$ cat src/rtl/stream_unzip_pkg.sv
// stream_unzip_pkg: shared width default and destination encoding for the
// stream_unzip slice. Optional build macro: STREAM_UNZIP_SKID_EN.
package stream_unzip_pkg;

  // Default stream data width.
  localparam int unsigned INT_N = 8;

  // Destination of the next accepted input element.
  typedef enum logic {
    DEST_A = 1'b0,
    DEST_B = 1'b1
  } dest_e;

endpackage

$ cat src/rtl/stream_unzip_slot.sv
// stream_slot: one registered output slot of stream_unzip.
// When STREAM_UNZIP_SKID_EN is defined, the slot has a second (skid) register.
// can_load is then driven from a flop, so there is no combinational path
// from pop_ready to can_load.
module stream_slot
  import stream_unzip_pkg::*;
#(
  parameter int W = INT_N
) (
  input  logic         clk,
  input  logic         rst,
  input  logic         load,
  input  logic [W-1:0] din,
  input  logic         pop_ready,
  output logic         valid,
  output logic [W-1:0] dout,
  output logic         can_load
);

  logic         main_valid;
  logic [W-1:0] main_data;
  logic         pop;

  assign pop   = main_valid && pop_ready;
  assign valid = main_valid;
  assign dout  = main_data;

`ifdef STREAM_UNZIP_SKID_EN
  logic         skid_valid;
  logic [W-1:0] skid_data;

  assign can_load = !skid_valid;

  // Main register refills from skid on pop; skid only catches loads into a full, stalled main.
  always_ff @(posedge clk) begin
    if (rst) begin
      main_valid <= 1'b0;
      main_data  <= '0;
      skid_valid <= 1'b0;
      skid_data  <= '0;
    end else if (pop) begin
      if (skid_valid) begin
        // A load cannot coincide here because can_load is low while skid is full.
        main_data  <= skid_data;
        skid_valid <= 1'b0;
      end else if (load) begin
        main_data <= din;
      end else begin
        main_valid <= 1'b0;
      end
    end else if (load) begin
      if (!main_valid) begin
        main_valid <= 1'b1;
        main_data  <= din;
      end else begin
        skid_valid <= 1'b1;
        skid_data  <= din;
      end
    end
  end
`else
  assign can_load = !main_valid || pop_ready;

  // Single register: a load wins over a pop, and a bare pop clears valid while data holds.
  always_ff @(posedge clk) begin
    if (rst) begin
      main_valid <= 1'b0;
      main_data  <= '0;
    end else if (load) begin
      main_valid <= 1'b1;
      main_data  <= din;
    end else if (pop) begin
      main_valid <= 1'b0;
    end
  end
`endif

endmodule

$ cat src/rtl/stream_unzip.sv
// stream_unzip: splits one valid/ready stream into A (even-index elements)
// and B (odd-index elements) streams, each with its own registered slot.
// Optional build macro: STREAM_UNZIP_SKID_EN (adds a skid register per slot).
module stream_unzip
  import stream_unzip_pkg::*;
#(
  parameter int W = INT_N
) (
  input  logic         clk,
  input  logic         rst,
  input  logic [W-1:0] sIn,
  input  logic         sIn_valid,
  output logic         sIn_ready,
  output logic [W-1:0] sOutA,
  output logic         sOutA_valid,
  input  logic         sOutA_ready,
  output logic [W-1:0] sOutB,
  output logic         sOutB_valid,
  input  logic         sOutB_ready,
  output logic         phase
);

  dest_e phase_q;
  logic  accept;
  logic  load_a;
  logic  load_b;
  logic  can_load_a;
  logic  can_load_b;

  // Input readiness follows only the slot that the next element is destined for.
  always_comb begin
    sIn_ready = 1'b0;
    if (!rst) begin
      sIn_ready = (phase_q == DEST_A) ? can_load_a : can_load_b;
    end
  end

  assign accept = sIn_valid && sIn_ready;
  assign load_a = accept && (phase_q == DEST_A);
  assign load_b = accept && (phase_q == DEST_B);
  assign phase  = phase_q;

  // Destination toggles on every accepted element; reset restarts at A.
  always_ff @(posedge clk) begin
    if (rst) begin
      phase_q <= DEST_A;
    end else if (accept) begin
      phase_q <= (phase_q == DEST_A) ? DEST_B : DEST_A;
    end
  end

  stream_slot #(.W(W)) u_slot_a (
    .clk       (clk),
    .rst       (rst),
    .load      (load_a),
    .din       (sIn),
    .pop_ready (sOutA_ready),
    .valid     (sOutA_valid),
    .dout      (sOutA),
    .can_load  (can_load_a)
  );

  stream_slot #(.W(W)) u_slot_b (
    .clk       (clk),
    .rst       (rst),
    .load      (load_b),
    .din       (sIn),
    .pop_ready (sOutB_ready),
    .valid     (sOutB_valid),
    .dout      (sOutB),
    .can_load  (can_load_b)
  );

endmodule
$ cat config.mk
export PLATFORM = sky130hd
export DESIGN_NAME = stream_unzip
export DESIGN_NICKNAME = d
export VERILOG_FILES = /design/src/rtl/stream_unzip_pkg.sv /design/src/rtl/stream_unzip_slot.sv /design/src/rtl/stream_unzip.sv
export SDC_FILE = /design/constraint.sdc
export NUM_CORES = 1
export LEC_CHECK = 0
export BUFFER_PORTS_ARGS = -buffer_cell sky130_fd_sc_hd__buf_2
export CAP_MARGIN = 20
export CORE_MARGIN = 5
export CORE_UTILIZATION = 49
export DETAILED_ROUTE_END_ITERATION = 16
export PLACE_DENSITY = 0.77
export SYNTH_ARGS = -nofsm -noshare
export SYNTH_HDL_FRONTEND = slang
export SYNTH_SLANG_ARGS = --single-unit
$ cat constraint.sdc
create_clock -name clk -period 4.47 [get_ports clk]
set_input_delay 0.447 -clock clk [delete_from_list [all_inputs] [get_ports clk]]
set_output_delay 0.447 -clock clk [all_outputs]
set_load 0.01 [all_outputs]
==> metrics.md <==
| Metric | Value |
|---|---|
| Period utilization | `37.66%` |
| Vias in the first global route | `664` |
| HP Class | `primary input to flop` |
| Crit Path Class | `primary input to flop` |
| Post-synth cell types | `16` |
| Syn Nets | `92` |
| Filler cell count | `142` |
| Post-synthesis cell area | `832.0 um^2` |
| CTS root buf | `clkbuf_4` |
| Arr. time, crit path | `1.87 ns` |
| Clk slew on worst S/H paths | `0.11 ns` |
| Pin count of the biggest net entering global routing | `23` |
| Final Hold Violating Endpoints | `0` |
| DR WL/cell | `13.82 um` |
| Max-cap violations | `0` |
| Place WS | `2.473 ns` |
| CTS Hold Bufs | `0` |
| Via count | `621` |
| Synthesis Warnings | `0` |
| FP Rows | `14` |
| Yosys top cell by area | `dfxtp_1` |
| Most frequent cells in the layout | `32 x buf_2, 19 x dfxtp_1, 10 x a21oi_1, 9 x nor2b_1, 9 x nand2b_1` |
| RSZ-0062 raised after global routing | `false` |
| Cell count after synthesis | `79` |
| Layout cells sized above 1 | `49.07%` |
| Origin of the critical flop-to-flop path | `phase$_SDFFE_PP0N_` |
| Pwr/cell area | `315.4 mW/mm^2` |
| Post_cts resized | `0` |
| Sum Neg Setup Slack | `0 ns` |
| Max Freq | `594.0 MHz` |
| Drt pass-1 iters | `3` |
| Final Wtd Congestion | `0.7089` |
| Synth area leaders | `dfxtp_1 46%, mux2_4 14%, a31o_2 8.4%` |
| Die area | `0.002622 mm^2` |
| Post-CTS setup repair buffer count | `0` |
| Metal3 WL | `95 um` |
| Remaining Overflow, GRT | `0` |
| IO Pins | `33` |
| CTS tree | `yes` |
| Pleak | `0.5083 nW` |
| Initial Util | `53.37%` |
| H-tree levels | `1` |
| Via density | `5.008` |
| # DRC | `0` |
| Total core area | `0.001559 mm^2` |
| Yosys reg bits | `19` |
| Commonest non-fill, non-tap cell in the layout | `buf_2` |
| WL met1 | `771 um` |
| Worst EP required | `4.66 ns` |
| Slew @ Worst Pin | `0.5996 ns` |
| Max-slew violations | `0` |
| Total Routing Usage GR | `14.25%` |
| Setup crit end kind | `flop` |
| Post-Syn Area per Cell | `10.53 um^2` |
| Hold path depth | `2` |
| Top sig layer | `met3` |
| Endpoints failing setup | `0` |
| Nets | `122` |
| Initial antenna violation count | `0` |
| Diode count | `0` |
| Startpoint Class | `primary input` |
| Status | `complete, no violations` |
| Minimum clock period | `1.684 ns` |
| Max clock buf depth | `2` |
| Synth top area share | `45.71%` |
| Worst skew pair latency | `0.28 ns` |
| R2r setup slk | `2.81 ns` |
| Met2 wire len | `847 um` |
| First-pass GRT wire length | `2.898 mm` |
| Sequential cell area | `380.4 um^2` |
| # port buffers | `32` |
| Area delta synth->final | `20.30%` |
| Area of the multi-input gates | `410.4 um^2` |
| HP Start | `sIn[6]` |
| Post-Route WL | `1.714 mm` |
| Die Wd | `51.21 um` |
| Sequential area share after synthesis | `45.71%` |
| Relative slew slack | `60.03%` |
| Die Y | `51.21 um` |
| Final HPWL DP | `1.242 mm` |
| FF-to-FF path depth | `2` |
| WHS Endpoint | `u_slot_a.dout[6]$_SDFFE_PP0P_` |
| CTS sink count | `19` |
| Max IR drop VDD | `0.0001853 V` |
| Antenna viol nets, final | `0` |
| Num CTS Buffers | `3` |
| DRT iter0 DRCs | `6` |
| Final setup margin | `2.786 ns` |
| Clock Skew | `0.003758 ns` |
| FF-to-FF End | `u_slot_a.dout[5]$_SDFFE_PP0P_` |
| Crit-path max FO | `22` |
worst max-delay path: stages:
cell,delay (ns)
buf_2,0.21
or4b_1,0.81
mux2_4,0.39
state kept, by name (all words and copies together) (netlist names):
register / cells
phase: 1
u_slot_a.dout: 8
u_slot_a.valid: 1
u_slot_b.dout: 8
u_slot_b.valid: 1
power by group:
part / leakage [nW] / total, W / internal (W) / switching [W]
sequential: 0.155 / 0.000183 / 0.000178 / 0.00000498
combinational: 0.338 / 0.0000475 / 0.0000265 / 0.0000210
clock: 0.0150 / 0.0000849 / 0.0000346 / 0.0000503
total: 0.508 / 0.000316 / 0.000239 / 0.0000763
routing by layer:
| metal | vias up | global-route usage [%] |
|---|---|---|
| li1 | 326 | - |
| met2 | 17 | 26.39 |
| met3 | 0 | 3.198 |
| met5 | - | 0 |
| met4 | 0 | 2.691 |
| met1 | 278 | 16.76 |
cell type report:
type | instances | area share, %
clock buffer | 4 | 2.625
tap | 16 | 2.000
inverter | 1 | 0.3750
timing repair buffer | 32 | 16.00
multi-input combinational | 52 | 41.00
sequential | 19 | 38.00
metrics by stage:
stage / total power [W] / cells / util (%) / hold slack, ns / area, um^2
after global routing: 0.0003315 / 124 / 64.21 / 0.3851 / 1001
after floorplan: 0.0002172 / 79 / - / 0.5223 / 832.0
after detailed placement: 0.0002351 / 120 / 62.52 / 0.5115 / 974.7
after global placement: 0.0002340 / 120 / 62.52 / 0.4988 / 974.7
final: 0.0003157 / 124 / 64.21 / 0.3942 / 1001
after CTS: 0.0003176 / 124 / 64.21 / 0.3903 / 1001
synthesized netlist by cell type:
master and n:
a21oi_1 10, clkbuf_1 3, nand2b_4 1, nand2b_1 9, nor2_1 3, a31o_2 8
mux2_4 8, inv_1 1, dfxtp_1 19, nor2b_1 9, or4b_1 1, buf_2 3
buf_6 1, and3b_2 1, o21ai_0 1, a211oi_1 1
worst max path at each step:
| stage | from | to | slack, ns | depth (start not counted) |
|---|---|---|---|---|
| after floorplan | sOutA_ready | u_slot_a.dout[0]$_SDFFE_PP0P_ | 2.91 | 4 |
| after global placement | rst | u_slot_a.dout[3]$_SDFFE_PP0P_ | 2.49 | 3 |
| after detailed placement | rst | u_slot_a.dout[5]$_SDFFE_PP0P_ | 2.47 | 3 |
| after CTS | rst | u_slot_a.dout[5]$_SDFFE_PP0P_ | 2.78 | 3 |
| after global routing | rst | u_slot_a.dout[5]$_SDFFE_PP0P_ | 2.75 | 3 |
| final | rst | u_slot_a.dout[5]$_SDFFE_PP0P_ | 2.79 | 3 |
cells by family after synthesis:
logic type / Yosys count / share of synthesized area (%)
muxes: 8 / 14.44
DFF: 19 / 45.71
and+or+nand+nor: 24 / 18.95
AOI/OAI and AO/OA: 20 / 15.94
buffers and inverters: 8 / 4.961
(Power assumes the default switching activity.)
